===== src/rtl/alarm_clock_fsm.sv =====
// Moore sequencer for the alarm-clock datapath: turns keypad/button activity into
// shift/load strobes and LCD source selects, with a keypad-inactivity timeout.
module alarm_clock_fsm #(
  parameter logic [3:0] NOKEY       = 4'd10,
  parameter int         TIMEOUT_SEC = 10,
  parameter int         CNT_W       = 4
) (
  input  logic       clock,
  input  logic       reset,
  input  logic       one_second,
  input  logic [3:0] key,
  input  logic       alarm_button,
  input  logic       time_button,
  output logic       shift,
  output logic       load_new_a,
  output logic       load_new_c,
  output logic       show_a,
  output logic       show_new_time
);

  typedef enum logic [2:0] {
    SHOW_TIME,
    KEY_STORED,
    KEY_WAITED,
    KEY_ENTRY,
    SHOW_ALARM,
    SET_ALARM_TIME,
    SET_CURRENT_TIME
  } state_t;

  localparam logic [CNT_W-1:0] CNT_MAX = CNT_W'(TIMEOUT_SEC - 1);

  state_t           r_state;
  state_t           w_next;
  logic [CNT_W-1:0] r_cnt;
  logic [CNT_W-1:0] w_cnt_next;
  logic             w_counting;
  logic             w_timeout;
  logic             w_key_pressed;

  assign w_key_pressed = (key != NOKEY);
  assign w_counting    = (r_state == KEY_WAITED) || (r_state == KEY_ENTRY);
  assign w_timeout     = w_counting && one_second && (r_cnt == CNT_MAX);

  // NOTE: every combinational output gets a default first so no path can infer a latch.
  always_comb begin
    w_next = r_state;
    case (r_state)
      SHOW_TIME: begin
        if (alarm_button)       w_next = SHOW_ALARM;
        else if (w_key_pressed) w_next = KEY_STORED;
      end
      KEY_STORED: w_next = KEY_WAITED;
      KEY_WAITED: begin
        if (w_timeout)           w_next = SHOW_TIME;
        else if (!w_key_pressed) w_next = KEY_ENTRY;
      end
      KEY_ENTRY: begin
        if (w_timeout)          w_next = SHOW_TIME;
        else if (alarm_button)  w_next = SET_ALARM_TIME;
        else if (time_button)   w_next = SET_CURRENT_TIME;
        else if (w_key_pressed) w_next = KEY_STORED;
      end
      SHOW_ALARM: begin
        if (!alarm_button) w_next = SHOW_TIME;
      end
      SET_ALARM_TIME:   w_next = SHOW_TIME;
      SET_CURRENT_TIME: w_next = SHOW_TIME;
      default:          w_next = SHOW_TIME;
    endcase
  end

  // A new key (entry to KEY_STORED) or a timeout restarts the inactivity window.
  always_comb begin
    w_cnt_next = '0;
    if (w_counting && !w_timeout && (w_next != KEY_STORED))
      w_cnt_next = one_second ? r_cnt + 1'b1 : r_cnt;
  end

  // NOTE: sequential state uses non-blocking assignments so all flops update together.
  always_ff @(posedge clock or negedge reset) begin
    if (!reset) begin
      r_state <= SHOW_TIME;
      r_cnt   <= '0;
    end else begin
      r_state <= w_next;
      r_cnt   <= w_cnt_next;
    end
  end

  // Outputs are decoded from the next state so they line up with the state register.
  always_ff @(posedge clock or negedge reset) begin
    if (!reset) begin
      shift         <= 1'b0;
      load_new_a    <= 1'b0;
      load_new_c    <= 1'b0;
      show_a        <= 1'b0;
      show_new_time <= 1'b0;
    end else begin
      shift         <= (w_next == KEY_STORED);
      load_new_a    <= (w_next == SET_ALARM_TIME);
      load_new_c    <= (w_next == SET_CURRENT_TIME);
      show_a        <= (w_next == SHOW_ALARM);
      show_new_time <= (w_next == KEY_STORED) || (w_next == KEY_WAITED) ||
                       (w_next == KEY_ENTRY);
    end
  end

endmodule


===== config.mk =====
export PLATFORM = sky130hd
export DESIGN_NAME = alarm_clock_fsm
export DESIGN_NICKNAME = d
export VERILOG_FILES = /design/src/rtl/alarm_clock_fsm.sv
export SDC_FILE = /design/constraint.sdc
export NUM_CORES = 1
export LEC_CHECK = 0
export CORE_MARGIN = 3
export CORE_UTILIZATION = 34
export DETAILED_ROUTE_END_ITERATION = 10
export PLACE_DENSITY = 0.65
export SETUP_SLACK_MARGIN = 0.1
export SYNTH_ARGS = -nofsm -noshare
export SYNTH_HDL_FRONTEND = slang
export SYNTH_SLANG_ARGS = --single-unit

===== constraint.sdc =====
create_clock -name clock -period 1.9 [get_ports clock]
set_input_delay 0.19 -clock clock [delete_from_list [all_inputs] [get_ports clock]]
set_output_delay 0.19 -clock clock [all_outputs]
set_load 0.005 [all_outputs]

# ---- After elaboration in Yosys (flattened, before gate mapping)
# Index checks and enable logic that the tools add are counted.
dict set report word_totals {
  ff_bits 12
  inputBits 9
  output_inout_bits 5
  elab_cells 42
}
dict set report op_classes {
  n_addsub 1
  n_eq_ne 14
  mux 11
  n_reduce_logical 9
}
# op n
set op_table {}
lappend op_table {{3-bit 2-to-1 mux} 8}
lappend op_table {{3-bit one-hot mux with 5 select lines} 1}
lappend op_table {{3-bit by 2-bit equality test with 1-bit output, second input constant} 4}
lappend op_table {{3-bit equality test, second input constant} 4}
lappend op_table {{4-bit 2-to-1 mux} 2}
lappend op_table {{3-bit by 1-bit equality test with 1-bit output, second input constant} 2}
lappend op_table {{4-bit by 1-bit adder with 4-bit output, second input constant} 1}
lappend op_table {{4-bit equality test, second input constant} 1}
lappend op_table {{1-bit logical AND} 4}
lappend op_table {{4-bit != test, second input constant} 1}
lappend op_table {{3-bit zero test} 1}
lappend op_table {{1-bit logical OR} 3}
lappend op_table {{3-bit by 1-bit != test with 1-bit output, second input constant} 1}
lappend op_table {{2-bit != test, second input constant} 1}
lappend op_table {{1-bit zero test} 1}

# ---- Longest topological paths before layout
dict set report logic_depth {
  ltp_word 9
  depth_mapped 6
  ltp_nobuf 6
}

# ---- Worst setup path before layout
# Ideal clock, no wire load.
dict set report synth_path {
  path_kind {register to register}
  from {reg r_cnt[0]}
  to {reg r_cnt[1]}
  setup_time_ps 87
  arrival_time_ps 1244
  t_required_ps 1813
  path_slack_ps 569
  stages_incl_launch_ff 6
  n_path_buf 0
  period_less_slack_ps 1331
  cell_sequence {dfrtp_1 ha_1 nand4b_1 nand3b_1 a31o_2 a211oi_2}
}
dict set report synth_via {
  elab_chain_len 7
}
# element line
set synth_rtl {}
lappend synth_rtl {{start, declared} 35} ;# logic [CNT_W-1:0] r_cnt;
lappend synth_rtl {{start signal, assigned} 87} ;# r_cnt <= w_cnt_next;
lappend synth_rtl {{4-bit equality test} 43} ;# assign w_timeout = w_counting && one_second && (r_cnt == CNT_MAX);
lappend synth_rtl {{1-bit logical AND} 43}
lappend synth_rtl {{3-bit 2-to-1 mux, on equally long branches} {59, 55}}
lappend synth_rtl {{3-bit one-hot mux with 5 select lines} 48} ;# case (r_state)
lappend synth_rtl {{3-bit by 1-bit != test with 1-bit output} 76} ;# if (w_counting && !w_timeout && (w_next != KEY_STORED))
lappend synth_rtl {{1-bit logical AND} 76}
lappend synth_rtl {{2-bit != test (no line) / 4-bit 2-to-1 mux (equally long branches)} n/a}
# Parallel ways exist; a longest one is shown, timed or not. The select of a mux whose other input is x is not followed.
# A chain may end at the register's enable or synchronous reset.

# ---- Worst setup path after layout
dict set report layout_path {
  from {reg r_cnt[0]}
  to {reg load_new_c}
}
dict set report layout_via {
  elab_chain_len 5
}
# element line
set layout_rtl {}
lappend layout_rtl {{4-bit equality test (*)} 43}
lappend layout_rtl {{1-bit logical AND (*)} 43}
lappend layout_rtl {{3-bit 2-to-1 mux, on equally long branches} {59, 55}}
lappend layout_rtl {{3-bit one-hot mux with 5 select lines (*)} 48}
lappend layout_rtl {{net w_next[2]} 34} ;# state_t w_next;
lappend layout_rtl {{3-bit equality test (*)} 102} ;# load_new_c <= (w_next == SET_CURRENT_TIME);
lappend layout_rtl {{end signal, assigned} 102}
lappend layout_rtl {{end, declared} 16} ;# output logic load_new_c,
# The timed path passes the listed nets; every way through them passes the cells marked *.

==> results_dict.tcl <==
set metrics [dict create \
    groute.usage.overall 0.1064 \
    fin_worst_skew_ns 0.001090 \
    final_common_cell "clkdlybuf4s50_1" \
    dp.cells 80 \
    synthCells 51 \
    yosys_warnings 0 \
    crit_path_start_kind "register" \
    grt_pass1_vias 376 \
    fin_crit_sh 0.7546 \
    clk_pin_slew_ns 0.07 \
    fp.dieH_um 46.79 \
    drc 0 \
    root_buffer "clkbuf_4" \
    crit_path_end_kind "register" \
    worstPathMaxFanout 4 \
    wire_per_inst_um 12.24 \
    slew_headroom 0.6485 \
    dp_hpwl_um 769.8 \
    coreArea_sq_um 1541 \
    status "complete, no violations" \
    worstMarginPinSlew_ns 0.5256 \
    final_nets 80 \
    post-cts-setup-buffers 0 \
    placed_area_sq_um 718.2 \
    synth.cell_area_sq_um 565.5 \
    max-cap-violations 0 \
    fin_area_sq_um 740.7 \
    htreeDepth 1 \
    grt_pass1_wl_mm 1.621 \
    clock-sinks 12 \
    critical_path_class "register to register" \
    peakVddDrop_mv 0.6791 \
    rsz0062_at_grt "no" \
    initial_utilization 0.3669 \
    syn_to_final_growth_pct 30.97 \
    slew_violations 0 \
    hold_buffers 0 \
    via_count 429 \
    antenna_found_initial 0 \
    leakagePower_nw 0.3144 \
    power_uw 834.7 \
    avgViaCountPerCell 5.169 \
    drtIter0Drc 15 \
    hp-class "primary input to async pin" \
    critPathArrivalTime_ns 1.65 \
    hold_viol 0 \
    firstDrtPassIters 4 \
    max_freq_mhz 697.5 \
    ys_ff_latch 12 \
    worst_ep_required_time_ns 2.11 \
    grt_start_max_net_pins 13 \
    antenna_cells 0 \
    cts_tree "done" \
    post-route-util 0.4805 \
    insertion_delay_ns 0.27 \
    numCtsBuffers 3 \
    drt_wl_total_mm 1.016 \
    io-pin-count 14 \
    final_antenna_net_count 0 \
    yosysUniqueCellTypes 26 \
    place_congestion 0.7591 \
    fin_cells 83 \
    yosysSeqAreaShare 0.5310 \
    rows 14 \
    dieArea_sq_um 2189 \
    clock_path_buffers 2 \
    setup_viol 0 \
    mostFrequentLayoutCells "13 x clkdlybuf4s50_1, 12 x dfrtp_1, 6 x nor2_1" \
    tns_ns 0 \
    power.density_nw_per_um2 1127 \
    die_w_um 46.79 \
    overflow 0 \
    io_buffers 13 \
    drive_gt1_frac 0.1194 \
    fillers 154 \
    postSynthAreaPerCell_sq_um 11.09 \
    synth_nets 62 \
    cts-resized-gates 0 \
    period_minus_slack_ns 1.434 \
]
-- cell families (layout without fill, tap and decap cells) --
logic type               count (synthesis)  count (layout)  share of synthesized area
AO/OA/AOI/OAI                            8               8                     0.1084
AND/OR/NAND/NOR                         24              24                     0.2544
flip-flops                              12              12                     0.5310
adder cells (fa/ha/maj)                  2               2                    0.04424
XOR/XNOR                                 3               3                    0.04647
buffers and inverters                    2              18                    0.01547
-- power by group --
group / total (mW) / switching (mW) / internal (mW)
clock: 0.156 / 0.0831 / 0.0734
combinational: 0.290 / 0.127 / 0.164
sequential: 0.388 / 0.0622 / 0.325
-- final timing paths --
path / startpoint / end / slack [ns] / cells after the start
setup / recovery: r_cnt[0] / load_new_c / 0.47 / 5
hold / removal: reset / load_new_a / 0.26 / 1
setup reg to reg: r_cnt[0] / load_new_c / 0.47 / 5
hold reg to reg: r_cnt[3] / r_cnt[3] / 0.56 / 2
max in group asynchronous: reset / show_a / 1.29 / 1
min in group clock: r_cnt[3] / r_cnt[3] / 0.56 / 2
-- stage by stage --
step | worst slack [ns] | hold slack (ns)
after floorplan | 0.5690 | -0.1056
after global placement | 0.2990 | 0.5308
after detailed placement | 0.2958 | 0.5390
after CTS | 0.4504 | 0.2855
after global routing | 0.3322 | 0.3098
final | 0.4663 | 0.2625
-- layout make-up --
type / instances / area, sq um / area share
clock buffers: 3 / 22.52 / 0.03041
inverters: 1 / 3.754 / 0.005068
multi-input cells: 37 / 256.5 / 0.3463
flip-flops and latches: 12 / 300.3 / 0.4054
well taps: 16 / 20.02 / 0.02703
repair buffers: 14 / 137.6 / 0.1858
-- flip-flops by register name, indices dropped and copies added (netlist names) --
register / cells
load_new_a: 1
load_new_c: 1
r_cnt: 4
r_state: 3
shift: 1
show_a: 1
show_new_time: 1
-- critical path, cell delays in order (launching register included) --
cell and delay, ns:
dfrtp_1 0.42, ha_1 0.21, nand4b_1 0.11, nand3b_1 0.15, o21bai_1 0.33, and2_1 0.17
-- cell usage after synthesis --
| master | n | share of area |
|---|---|---|
| a211oi_2 | 1 | 0.022 |
| a21oi_1 | 1 | 0.0088 |
| a22oi_1 | 1 | 0.013 |
| a31o_2 | 1 | 0.015 |
| a32o_1 | 1 | 0.018 |
| and2_1 | 1 | 0.011 |
| and3_2 | 1 | 0.013 |
| and3b_1 | 1 | 0.015 |
| and4bb_2 | 1 | 0.022 |
| buf_2 | 1 | 0.0088 |
| dfrtp_1 | 12 | 0.53 |
| ha_1 | 2 | 0.044 |
| inv_1 | 1 | 0.0066 |
| nand2_1 | 3 | 0.020 |
| nand3b_1 | 2 | 0.027 |
| nand4_1 | 1 | 0.011 |
| nand4b_1 | 1 | 0.015 |
| nor2_1 | 6 | 0.040 |
| nor2b_1 | 1 | 0.011 |
| nor3_1 | 2 | 0.018 |
| nor3b_1 | 3 | 0.040 |
| o21ai_0 | 2 | 0.018 |
| o21bai_1 | 1 | 0.013 |
| or2_1 | 1 | 0.011 |
| xnor2_1 | 1 | 0.015 |
| xor2_1 | 2 | 0.031 |
-- routing by layer --
metal	track usage	share of wire
met5	0	0
met1	0.1483	0.51
met3	0.04598	0.054
met2	0.1491	0.43
met4	0.03315	0.0079
(Power assumes the default switching activity.)
